===== config.mk =====
export PLATFORM = sky130hd
export DESIGN_NAME = gate_pipe
export DESIGN_NICKNAME = d
export VERILOG_FILES = /design/src/rtl/gate_pipe.sv
export SDC_FILE = /design/constraint.sdc
export NUM_CORES = 1
export LEC_CHECK = 0
export ABC_AREA = 1
export BUFFER_PORTS_ARGS = -buffer_cell sky130_fd_sc_hd__buf_2
export CAP_MARGIN = 20
export CORE_MARGIN = 3
export CORE_UTILIZATION = 45
export CTS_BUF_LIST = sky130_fd_sc_hd__clkbuf_8
export CTS_CLUSTER_DIAMETER = 200
export CTS_CLUSTER_SIZE = 40
export DETAILED_ROUTE_END_ITERATION = 7
export PLACE_DENSITY = 0.7
export SYNTH_ARGS = -nofsm -noshare
export SYNTH_HDL_FRONTEND = slang
export SYNTH_SLANG_ARGS = --single-unit
export TNS_END_PERCENT = 20

===== constraint.sdc =====
create_clock -name clk -period 1.1 [get_ports clk]
set_clock_uncertainty 0.1 [all_clocks]
set_input_delay 0.33 -clock clk [delete_from_list [all_inputs] [get_ports clk]]
set_output_delay 0.33 -clock clk [all_outputs]
set_load 0.005 [all_outputs]

===== src/rtl/gate_pipe.sv =====
// gate_pipe -- elastic pipeline computing a selectable 2-input logic gate.
//
// Each accepted operand set (op, a, b) is evaluated into a bitwise result y
// and a single reduction bit red, then carried through STAGES registered
// stages with valid/ready flow control. A stage advances only when the next
// stage is empty or advancing itself, so a full pipe still accepts a new set
// in the same cycle the oldest one leaves.
//
// Parameters:
//   WIDTH   operand/result width in bits (1..32)
//   STAGES  pipeline depth in clock cycles (1..8)
//
// Ports:
//   clk        clock, rising edge
//   rst_n      asynchronous active-low reset; empties the pipe
//   in_valid   operand set present
//   in_ready   pipe accepts the operand set this cycle
//   op         gate select: 0 AND, 1 NAND, 2 OR, 3 NOR, 4 XOR, 5 XNOR, 6 BUF, 7 NOT
//   a, b       operands (b ignored for BUF and NOT)
//   out_valid  result present in the last stage
//   out_ready  consumer takes the result this cycle
//   y          bitwise result
//   red        reduction over all 2*WIDTH bits of {a,b} (a[0]-based for BUF/NOT)
//   done_cnt   (only with GATE_PIPE_CNT_EN) saturating count of delivered results
//
// Build option: define GATE_PIPE_CNT_EN to add the done_cnt output and counter.

module gate_pipe #(
    parameter int WIDTH  = 4,
    parameter int STAGES = 2
) (
    input  logic             clk,
    input  logic             rst_n,
    input  logic             in_valid,
    output logic             in_ready,
    input  logic [2:0]       op,
    input  logic [WIDTH-1:0] a,
    input  logic [WIDTH-1:0] b,
    output logic             out_valid,
    input  logic             out_ready,
    output logic [WIDTH-1:0] y,
    output logic             red
`ifdef GATE_PIPE_CNT_EN
    ,
    output logic [15:0]      done_cnt
`endif
);

    typedef enum logic [2:0] {
        OP_AND  = 3'd0,
        OP_NAND = 3'd1,
        OP_OR   = 3'd2,
        OP_NOR  = 3'd3,
        OP_XOR  = 3'd4,
        OP_XNOR = 3'd5,
        OP_BUF  = 3'd6,
        OP_NOT  = 3'd7
    } gate_op_e;

    gate_op_e          op_sel;
    logic [WIDTH-1:0]  y_next;
    logic              red_next;

    logic [STAGES-1:0] valid_q;
    logic [STAGES-1:0] red_q;
    logic [WIDTH-1:0]  y_q [STAGES];
    logic [STAGES-1:0] adv;

    assign op_sel = gate_op_e'(op);

    // Gate evaluation happens before stage 0, so stage 0 already holds results.
    always_comb begin
        // NOTE: every output of a combinational block gets a default first so
        // no path through the case can leave it unassigned and infer a latch.
        y_next   = '0;
        red_next = 1'b0;
        case (op_sel)
            OP_AND:  begin y_next = a & b;    red_next = &{a, b};  end
            OP_NAND: begin y_next = ~(a & b); red_next = ~&{a, b}; end
            OP_OR:   begin y_next = a | b;    red_next = |{a, b};  end
            OP_NOR:  begin y_next = ~(a | b); red_next = ~|{a, b}; end
            OP_XOR:  begin y_next = a ^ b;    red_next = ^{a, b};  end
            OP_XNOR: begin y_next = ~(a ^ b); red_next = ~^{a, b}; end
            OP_BUF:  begin y_next = a;        red_next = a[0];     end
            OP_NOT:  begin y_next = ~a;       red_next = ~a[0];    end
            default: ;
        endcase
    end

    // Advance chain resolved from the output side backwards: a stage moves
    // when it holds data and its successor is empty or moving too. This keeps
    // in_ready combinational from out_ready so a full pipe has no bubble.
    always_comb begin
        adv             = '0;
        adv[STAGES-1]   = valid_q[STAGES-1] && out_ready;
        for (int i = STAGES - 2; i >= 0; i--) begin
            adv[i] = valid_q[i] && (!valid_q[i+1] || adv[i+1]);
        end
    end

    assign in_ready = !valid_q[0] || adv[0];

    always_ff @(posedge clk or negedge rst_n) begin
        if (!rst_n) begin
            // NOTE: the data registers are reset as well as the valid bits,
            // because y and red must read zero while reset is held.
            valid_q <= '0;
            red_q   <= '0;
            for (int i = 0; i < STAGES; i++) begin
                y_q[i] <= '0;
            end
        end else begin
            // NOTE: state is updated with non-blocking assignments so every
            // stage samples its predecessor's pre-edge value.
            if (in_ready) begin
                valid_q[0] <= in_valid;
                if (in_valid) begin
                    y_q[0]   <= y_next;
                    red_q[0] <= red_next;
                end
            end
            for (int i = 1; i < STAGES; i++) begin
                if (!valid_q[i] || adv[i]) begin
                    valid_q[i] <= valid_q[i-1];
                    if (valid_q[i-1]) begin
                        y_q[i]   <= y_q[i-1];
                        red_q[i] <= red_q[i-1];
                    end
                end
            end
        end
    end

    assign out_valid = valid_q[STAGES-1];
    assign y         = y_q[STAGES-1];
    assign red       = red_q[STAGES-1];

`ifdef GATE_PIPE_CNT_EN
    logic [15:0] cnt_q;

    // Saturating count of completed output transfers.
    always_ff @(posedge clk or negedge rst_n) begin
        if (!rst_n) begin
            cnt_q <= '0;
        end else if (out_valid && out_ready && (cnt_q != 16'hFFFF)) begin
            cnt_q <= cnt_q + 16'd1;
        end
    end

    assign done_cnt = cnt_q;
`endif

endmodule


; After elaboration in Yosys (flattened, before gate mapping)
; Cells that the tools add are included.
[totals]
word_cells = 38
reg_bits = 12
[op_classes]
bitwise_logic = 8
n_mux = 2
n_eq_ne = 7
reduce_logical = 15
[op_table]
columns = cell, count
row1 = $pmux 4 s8, 1
row2 = $not 4->4, 4
row3 = $eq 3x3->1 const B, 4
row4 = $pmux 1 s8, 1
row5 = $reduce_and 8->1, 1
row6 = $reduce_or 8->1, 1
row7 = $reduce_xnor 8->1, 1
row8 = $reduce_xor 8->1, 1
row9 = $eq 3x2->1 const B, 2
row10 = $and 4x4->4, 1
row11 = $logic_not 1->1, 4
row12 = $or 4x4->4, 1
row13 = $reduce_and 2->1, 2
row14 = $xor 4x4->4, 1
row15 = $eq 3x1->1 const B, 1
row16 = $logic_not 3->1, 1
row17 = $logic_and 1x1->1, 2
row18 = $logic_or 1x1->1, 2
row19 = $not 1->1, 1

; Longest topological paths before layout
; Gate-level depths: netlist of run 1.
[logic_depth]
word_depth = 5
depth_mapped = 11

; Worst setup path after synthesis of run 1
; OpenSTA, ideal clock, no wires.
[synth_path]
path_kind = in2reg
startpoint = input a[0]
endpoint = register red_q[0]
setup_slack_ns = -0.279
required_ns = 0.884
n_path_buf = 0
setup_time_ns = 0.116
arrival_time_ns = 1.163
path_stages = 9
cell_sequence = inv_1 ha_1 xnor2_1 nand2_1 nand3_1 nand2_1 nand3_1 nand2_1 nand2_1
[synth_between]
elab_chain_len = 3
word_cells_on_any_way = 8
classes_between = mux (1) / bitwise (1) / reduce/logical (6)
[synth_lines]
columns = element, line_no
row1 = from (decl), 37  ; input logic [WIDTH-1:0] a,
row2 = $reduce_or 8->1 / $reduce_and 8->1 (equally long branches), --
row3 = "$logic_not 1->1, on equally long branches", "81, 79"
row4 = $pmux 1 s8 *, 77  ; case (op_sel)
row5 = to (signal assigned), 119  ; red_q[0] <= red_next;
row6 = "to (signal, indexed assignment)", 127  ; red_q[i] <= red_q[i-1];
row7 = to (decl), 65  ; logic [STAGES-1:0] red_q;
; Every way passes the cells marked *; elsewhere a longest branch is shown, timed or not.
; A chain may end at the register's enable or synchronous reset.

; Worst setup path in the final report of run 1
[layout_path]
startpoint = register valid_q[1]
endpoint = output in_ready
[layout_between]
elab_chain_len = 4
word_cells_on_any_way = 5
classes_between = reduce/logical (5)
[layout_lines]
columns = element, line_no
row1 = from (decl), 64  ; logic [STAGES-1:0] valid_q;
row2 = "from (signal, indexed assignment)", 124  ; valid_q[i] <= valid_q[i-1];
row3 = $logic_not 1->1 / $logic_and 1x1->1 (equally long branches), "97, 95"
row4 = $logic_or 1x1->1 *, 97  ; adv[i] = valid_q[i] && (!valid_q[i+1] || adv[i+1]);
row5 = $logic_and 1x1->1 *, 97
row6 = $logic_or 1x1->1 *, 101  ; assign in_ready = !valid_q[0] || adv[0];
row7 = to (decl), 35  ; output logic in_ready,
; Marks and branches as above.

==> impl_results.md, run 1 <==
* Hold slack at between 0.3 and 0.4 ns
* Crit path capture type: output pin
* GR Overflow Total at 0
* Final Hold Viols at 0
* Syn nets at 194
* Crit path max fanout at 3
* Via Count at 1184
* Initial antenna violation count at 0
* Hold Crit Class: in -> reg
* Setup crit start: valid_q[1]
* Placed Area at ~1400 sq um
* Netlist cell types at 18
* Crit Reg-Reg Startpoint: valid_q[0]
* Nets at ~240
* Clk slew on worst S/H paths at approximately 0.060 ns
* Drt pass-1 iters at 4
* Highest clock rate at 0.7767 GHz
* Hold Path Stages at 4
* Total track usage at 20.61%
* Area share of the largest cell type after synthesis at 26.49%
* Final HPWL DP at 2333 microns
* Core Footprint at 2297 sq um
* Antenna viol nets, final at 0
* Peak supply drop at 1.302 mV
* Share of layout cells above drive strength 1 at 43.90%
* H-tree Lvls at 1
* Vias in the first global route at 1138
* Final setup violation count at 17
* Final slew viol count at 0
* Seq/Total Area, Yosys at 26.49%
* Top cells by count, synth: nand2_1 (55), inv_1 (22), ha_1 (16)
* DIE AREA at 3157 sq um
* Pin count of the biggest net entering global routing at 13
* Leak pwr at 0.8873 nW
* Syn Inst Count at 163
* Failing checks: negative setup slack
* End of the worst hold path: valid_q[0]
* Total CTS buffers at 3
* EDFF count, synth at 0
* MaxCap Viol Count at 0
* R2R Setup Slk at -0.11 ns
* Iteration-0 DRC Markers at 35
* Worst R2R Path Depth at 3
* Final min period at 1.288 ns
* FF+latch count, synth at 12
* IO Pins at 22
* Port Buf Inserts at 21
* Syn avg cell area at slightly below 7 sq um
* Relative slew margins at between 80 and 90%
* Initial Util at 49.35%
* First-pass GRT wire length at 5112 microns
* Least-Margin Pin Slew at 0.2738 ns
* Crit path DAT at around 0.86 ns
* Pwr/cell area at 1106 nW/um^2
* Worst R2R End: y[0]
* Cell Rows at 17
* Final WS setup at -0.1875 ns
* Min-delay src: in_valid
* Root buffer cell: clkbuf_8
* Final instance area at 1695 sq um
* Top FF cell, synth: dfrtp_1
* DRT Wirelength at a little over 3000 microns
* Crit path launch type: flop
* Final GP Congestion at slightly below 0.9
* Vias per inst at 5.082
* Clk buf depth at 2
* Leading cell type by number of instances after synthesis: nand2_1
* Mapped Area at 1134 sq um
* Die Ht at ~56 microns
* RSZ-0062 raised after global routing: yes
* Synthesis Warnings at 0
* Final period util at 117.0%
* Routed len/inst at 13.11 microns
* Asr flop ratio synth at 100.0%
* Worst-Skew Late Latency at 0.25 ns
* Clock Sinks at 12
* Status: finished, violations left
* Die X at between 50 and 60 microns
* Area leader, netlist: dfrtp_1
* P&R area growth vs syn at 49.56%
* Synth top area cells: dfrtp_1 (26%), nand2_1 (18%), ha_1 (18%), inv_1 (7.3%), nand3_1 (5.3%)
* Antenna diodes at 0
* Critical path class: reg -> out
* CTS tree: built
* Placement Setup Slack at -0.5202 ns
* WP data required at ~0.67 ns
* Drt drc at 0
layout by cell type, fill, tap and decap left out, drive strengths merged:
cell type,instances
mux2,5
dfrtp,12
buf,43
nand4,1
o22ai,2
inv,22
o21a,1
ha,16
dlygate4sd3,1
nand2,56
nor2,12
a21oi,7
nand3,12
nor3,2
o21ai,8
xnor2,1
clkbuf,4
cell type report:
class                           instances  area [sq um]
Sequential cell                        12         300.3
Timing Repair Buffer                   44         355.3
Clock buffer                            4         55.05
Inverter                               22         107.6
Tap cell                               28         35.03
Fill cell                             179         601.8
Multi-Input combinational cell        123         842.1
per-stage QoR:
step / util, % / power [mW] / TNS, ns / instances
global route: 73.80 / 2.014 / -2.523 / 233
CTS: 70.37 / 1.821 / -1.546 / 231
detailed placement: 63.02 / 1.276 / -3.578 / 223
floorplan: - / 1.068 / -1.098 / 163
global placement: 63.02 / 1.244 / -3.124 / 223
finish: 73.80 / 1.875 / -1.608 / 233
flip-flops by register name (all words and copies together), names as in the netlist:
register / cells
y_q: 4
y: 4
red_q: 2
valid_q: 2
per-layer routing:
layer  routed length (microns)  GRT usage (%)
met3                       157          6.265
met4                        46          6.441
met1                      1352          26.06
met5                         0              0
met2                      1497          33.39
timing repair:
action                                 in CTS  in global routing
setup buffers                               3                  2
setup endpoints to repair                  17                 18
resized for setup                          25                 22
pin swaps                                  16                 15
hold buffers                                1                  0
endpoints found under the hold margin      12                  0
worst max-delay path by stage:
stage,end,slack (ns),cells after the start
6_report,in_ready,-0.19,2
5_1_grt,red_q[0],-0.26,12
4_1_cts,in_ready,-0.18,2
3_5_place_dp,red_q[0],-0.52,12
3_3_place_gp,red_q[0],-0.44,12
2_1_floorplan,red_q[0],-0.25,9
report_power, final:
group	internal, mW	total (mW)	switching (mW)
registers	0.565	0.626	0.0608
clock network	0.317	0.488	0.171
logic	0.395	0.761	0.367
cell families after synthesis:
kind of cell / share of synthesized area (%)
AND/OR/NAND/NOR: 30.35
buffers and inverters: 11.37
AO/OA/AOI/OAI: 8.388
adder cells (fa/ha/maj): 17.66
flip-flops: 26.49
multiplexers: 4.967
XOR/XNOR: 0.7728
critical path, stage by stage (launching register included):
cell     delay, ns
dfrtp_1       0.39
nand3_2       0.09
buf_2         0.13
Power figures use the tool's default switching activity.
==> inputs of run 2 (changes only) <==
--- a/config.mk
+++ b/config.mk
@@ -8,13 +8,15 @@
 export ABC_AREA = 1
 export BUFFER_PORTS_ARGS = -buffer_cell sky130_fd_sc_hd__buf_2
 export CAP_MARGIN = 20
+export CORE_ASPECT_RATIO = 1.75
 export CORE_MARGIN = 3
 export CORE_UTILIZATION = 45
 export CTS_BUF_LIST = sky130_fd_sc_hd__clkbuf_8
 export CTS_CLUSTER_DIAMETER = 200
 export CTS_CLUSTER_SIZE = 40
 export DETAILED_ROUTE_END_ITERATION = 7
-export PLACE_DENSITY = 0.7
+export PLACE_DENSITY = 0.67
+export SKIP_CTS_REPAIR_TIMING = 1
 export SYNTH_ARGS = -nofsm -noshare
 export SYNTH_HDL_FRONTEND = slang
 export SYNTH_SLANG_ARGS = --single-unit
==> constraint.sdc (replaced) <==
create_clock -name clk -period 1.5 [get_ports clk]
set_clock_uncertainty 0.1 [all_clocks]
set_input_delay 0.45 -clock clk [delete_from_list [all_inputs] [get_ports clk]]
set_output_delay 0.45 -clock clk [all_outputs]
set_load 0.005 [all_outputs]
==> run 2 against run 1 <==
Compared with the run above: the flow finishes with violations (negative hold slack); die area up 0.75%; non-clock buffer count is 7 lower; combinational power shrank 37%; final cell count shrank 4.7%; critical path depth is the same; sequential power shrank 27%.
==> impl_results.md, run 2 (same netlist as run 1, synthesis figures left out) <==
* Final instance area at ~1500 sq um
* Final Hold Viols at 12
* H-tree Lvls at 1
* Final WS setup at 0.07204 ns
* Worst-Skew Late Latency at 0.23 ns
* Final min period at 1.428 ns
* Clock power share at a little under a quarter
* Cell Int Power at 0.8295 mW
* MaxCap Viol Count at 0
* Die X at 43.94 microns
* Crit path launch type: flop
* Antenna viol nets, final at 0
* Routed len/inst at about 13 microns
* Final GP Congestion at 0.8711
* Clk buf depth at 2
* Nets at 230
* CTS tree: built
* Leak pwr at ~0.83 nW
* Initial antenna violation count at 0
* GR Overflow Total at 0
* Met3 WL at 83 microns
* Final slew viol count at 0
* Crit path buf inv count at 1
* Placed Area at 1344 sq um
* Vias per inst at approximately 5.2
* Peak supply drop at 0.3696 mV
* Crit path capture type: output pin
* Highest clock rate at between 0.7 and 0.8 GHz
* Share of layout cells above drive strength 1 at between 30 and 40%
* DRT met1 WL at 944 microns
* Fill count at about 230
* Total track usage at 18.92%
* Combinational fraction of design power at between 30% and 40%
* Port Buf Inserts at 21
* Cell count along the critical path at 2
* Cell Rows at 23
* Setup TNS at 0 ns
* Status: finished, violations left
* Pwr/cell area at 805.7 nW/um^2
* Worst path max stage delay at 0.39 ns
* Drt drc at 0
* Net Switching at approximately 0.38 mW
* CP cell instances: nand3_1 -> buf_2
* DIE AREA at 3181 sq um
* Slowest-stage cell, CP: dfrtp_1
* Clk slew on worst S/H paths at about 0.05 ns
* Vias in the first global route at 1176
* Via Count at 1154
* Drt pass-1 iters at 5
* Sequential power share at around 38%
* Crit path DAT at 0.88 ns
* Pin count of the biggest net entering global routing at 13
* Area of the multi-input gates at 777.0 sq um
* Register Area at 300.3 sq um
* Max Used Layer: met4
* Switching Fraction at around a third
* First-pass GRT wire length at 4678 microns
* Final setup violation count at 0
* WP data required at 0.95 ns
* Placement Setup Slack at -0.2662 ns
* Relative slew margins at 80.66%
* Leading cell types in the layout, fill and taps excluded: nand2_1 (54), buf_4 (19), buf_2 (13)
* Final period util at 95.20%
* Commonest non-fill, non-tap cell in the layout: nand2_1
* Iteration-0 DRC Markers at 13
* Critical path class: reg -> out
* Hold slack at -0.01929 ns
* Hold Crit Class: in -> async
* Failing checks: negative hold slack
* Core Footprint at between 2000 and 2500 sq um
* Crit path max fanout at 3
* Final HPWL DP at 2365 microns
* IO Pins at 22
* CP top delay family: flip-flops
* P&R area growth vs syn at 32.67%
* Least-Margin Pin Slew at 0.2886 ns
* Worst R2R Path Depth at 3
* Antenna diodes at 0
* DRT Wirelength at 2857 microns
* Layout Utilization at 63.73%
* Met2 wire len at 1718 microns
* Clock Sinks at 12
* Initial Util at about half
* Die Ht at 72.40 microns
* Total CTS buffers at 3
* Root buffer cell: clkbuf_8
==> run 2: changes by cell type in the layout (fill, tap and decap cells not counted), moves of 2 or more <==
cell,change
buf_4,-2
ha_4,-2
nand3_2,-2
nor2_2,-2
inv_1,+2
nand3_1,+2
a21oi_1,+3
ha_1,+2
a21oi_2,-3
nand2_2,-7
buf_12,-2
nor2_4,+2
nand2_1,+8
==> run 2: final timing paths <==
path	end	start	slack (ns)
setup / recovery	in_ready	valid_q[1]	0.07
hold / removal	y[0]	rst_n	-0.02
setup reg to reg	red_q[1]	valid_q[1]	0.29
hold reg to reg	y_q[7]	y_q[7]	0.38
max in group asynchronous	valid_q[1]	rst_n	1.11
min in group clk	y_q[7]	y_q[7]	0.38
==> run 2: area by class of cell <==
| class | instances | area share, % |
|---|---|---|
| sequential | 12 | 19.97 |
| timing repair buffer | 37 | 17.55 |
| multi-input combinational | 123 | 51.66 |
| inverter | 22 | 5.990 |
| clock buffer | 3 | 2.745 |
| tap | 25 | 2.080 |
==> run 2: routing by layer <==
layer	vias to the layer above	GRT usage, %
met5	-	0
met4	0	11.41
met3	10	1.737
met2	27	37.99
met1	534	16.57
li1	583	-
==> run 2: worst register-to-register path, cell delays in order, from the launching register on <==
cell and delay, ns:
dfrtp_1 0.36, nand2_1 0.08, nand2_1 0.20, mux2_2 0.36
==> run 2: through the flow <==
step	power (mW)	hold slack, ns	cells
after floorplan	0.7635	0.05441	163
after global placement	0.8701	0.2314	219
after detailed placement	0.8905	0.2345	219
after CTS	1.168	-0.01134	222
after global routing	1.299	0.004279	222
final	1.212	-0.01929	222
==> run 2: power groups by stage <==
stage | sequential, mW | combinational [mW] | clock, mW
final | 0.456 | 0.479 | 0.277
after global routing | 0.464 | 0.543 | 0.292
after CTS | 0.458 | 0.429 | 0.281
after detailed placement | 0.462 | 0.428 | 0
after global placement | 0.457 | 0.413 | 0
after floorplan | 0.455 | 0.308 | 0
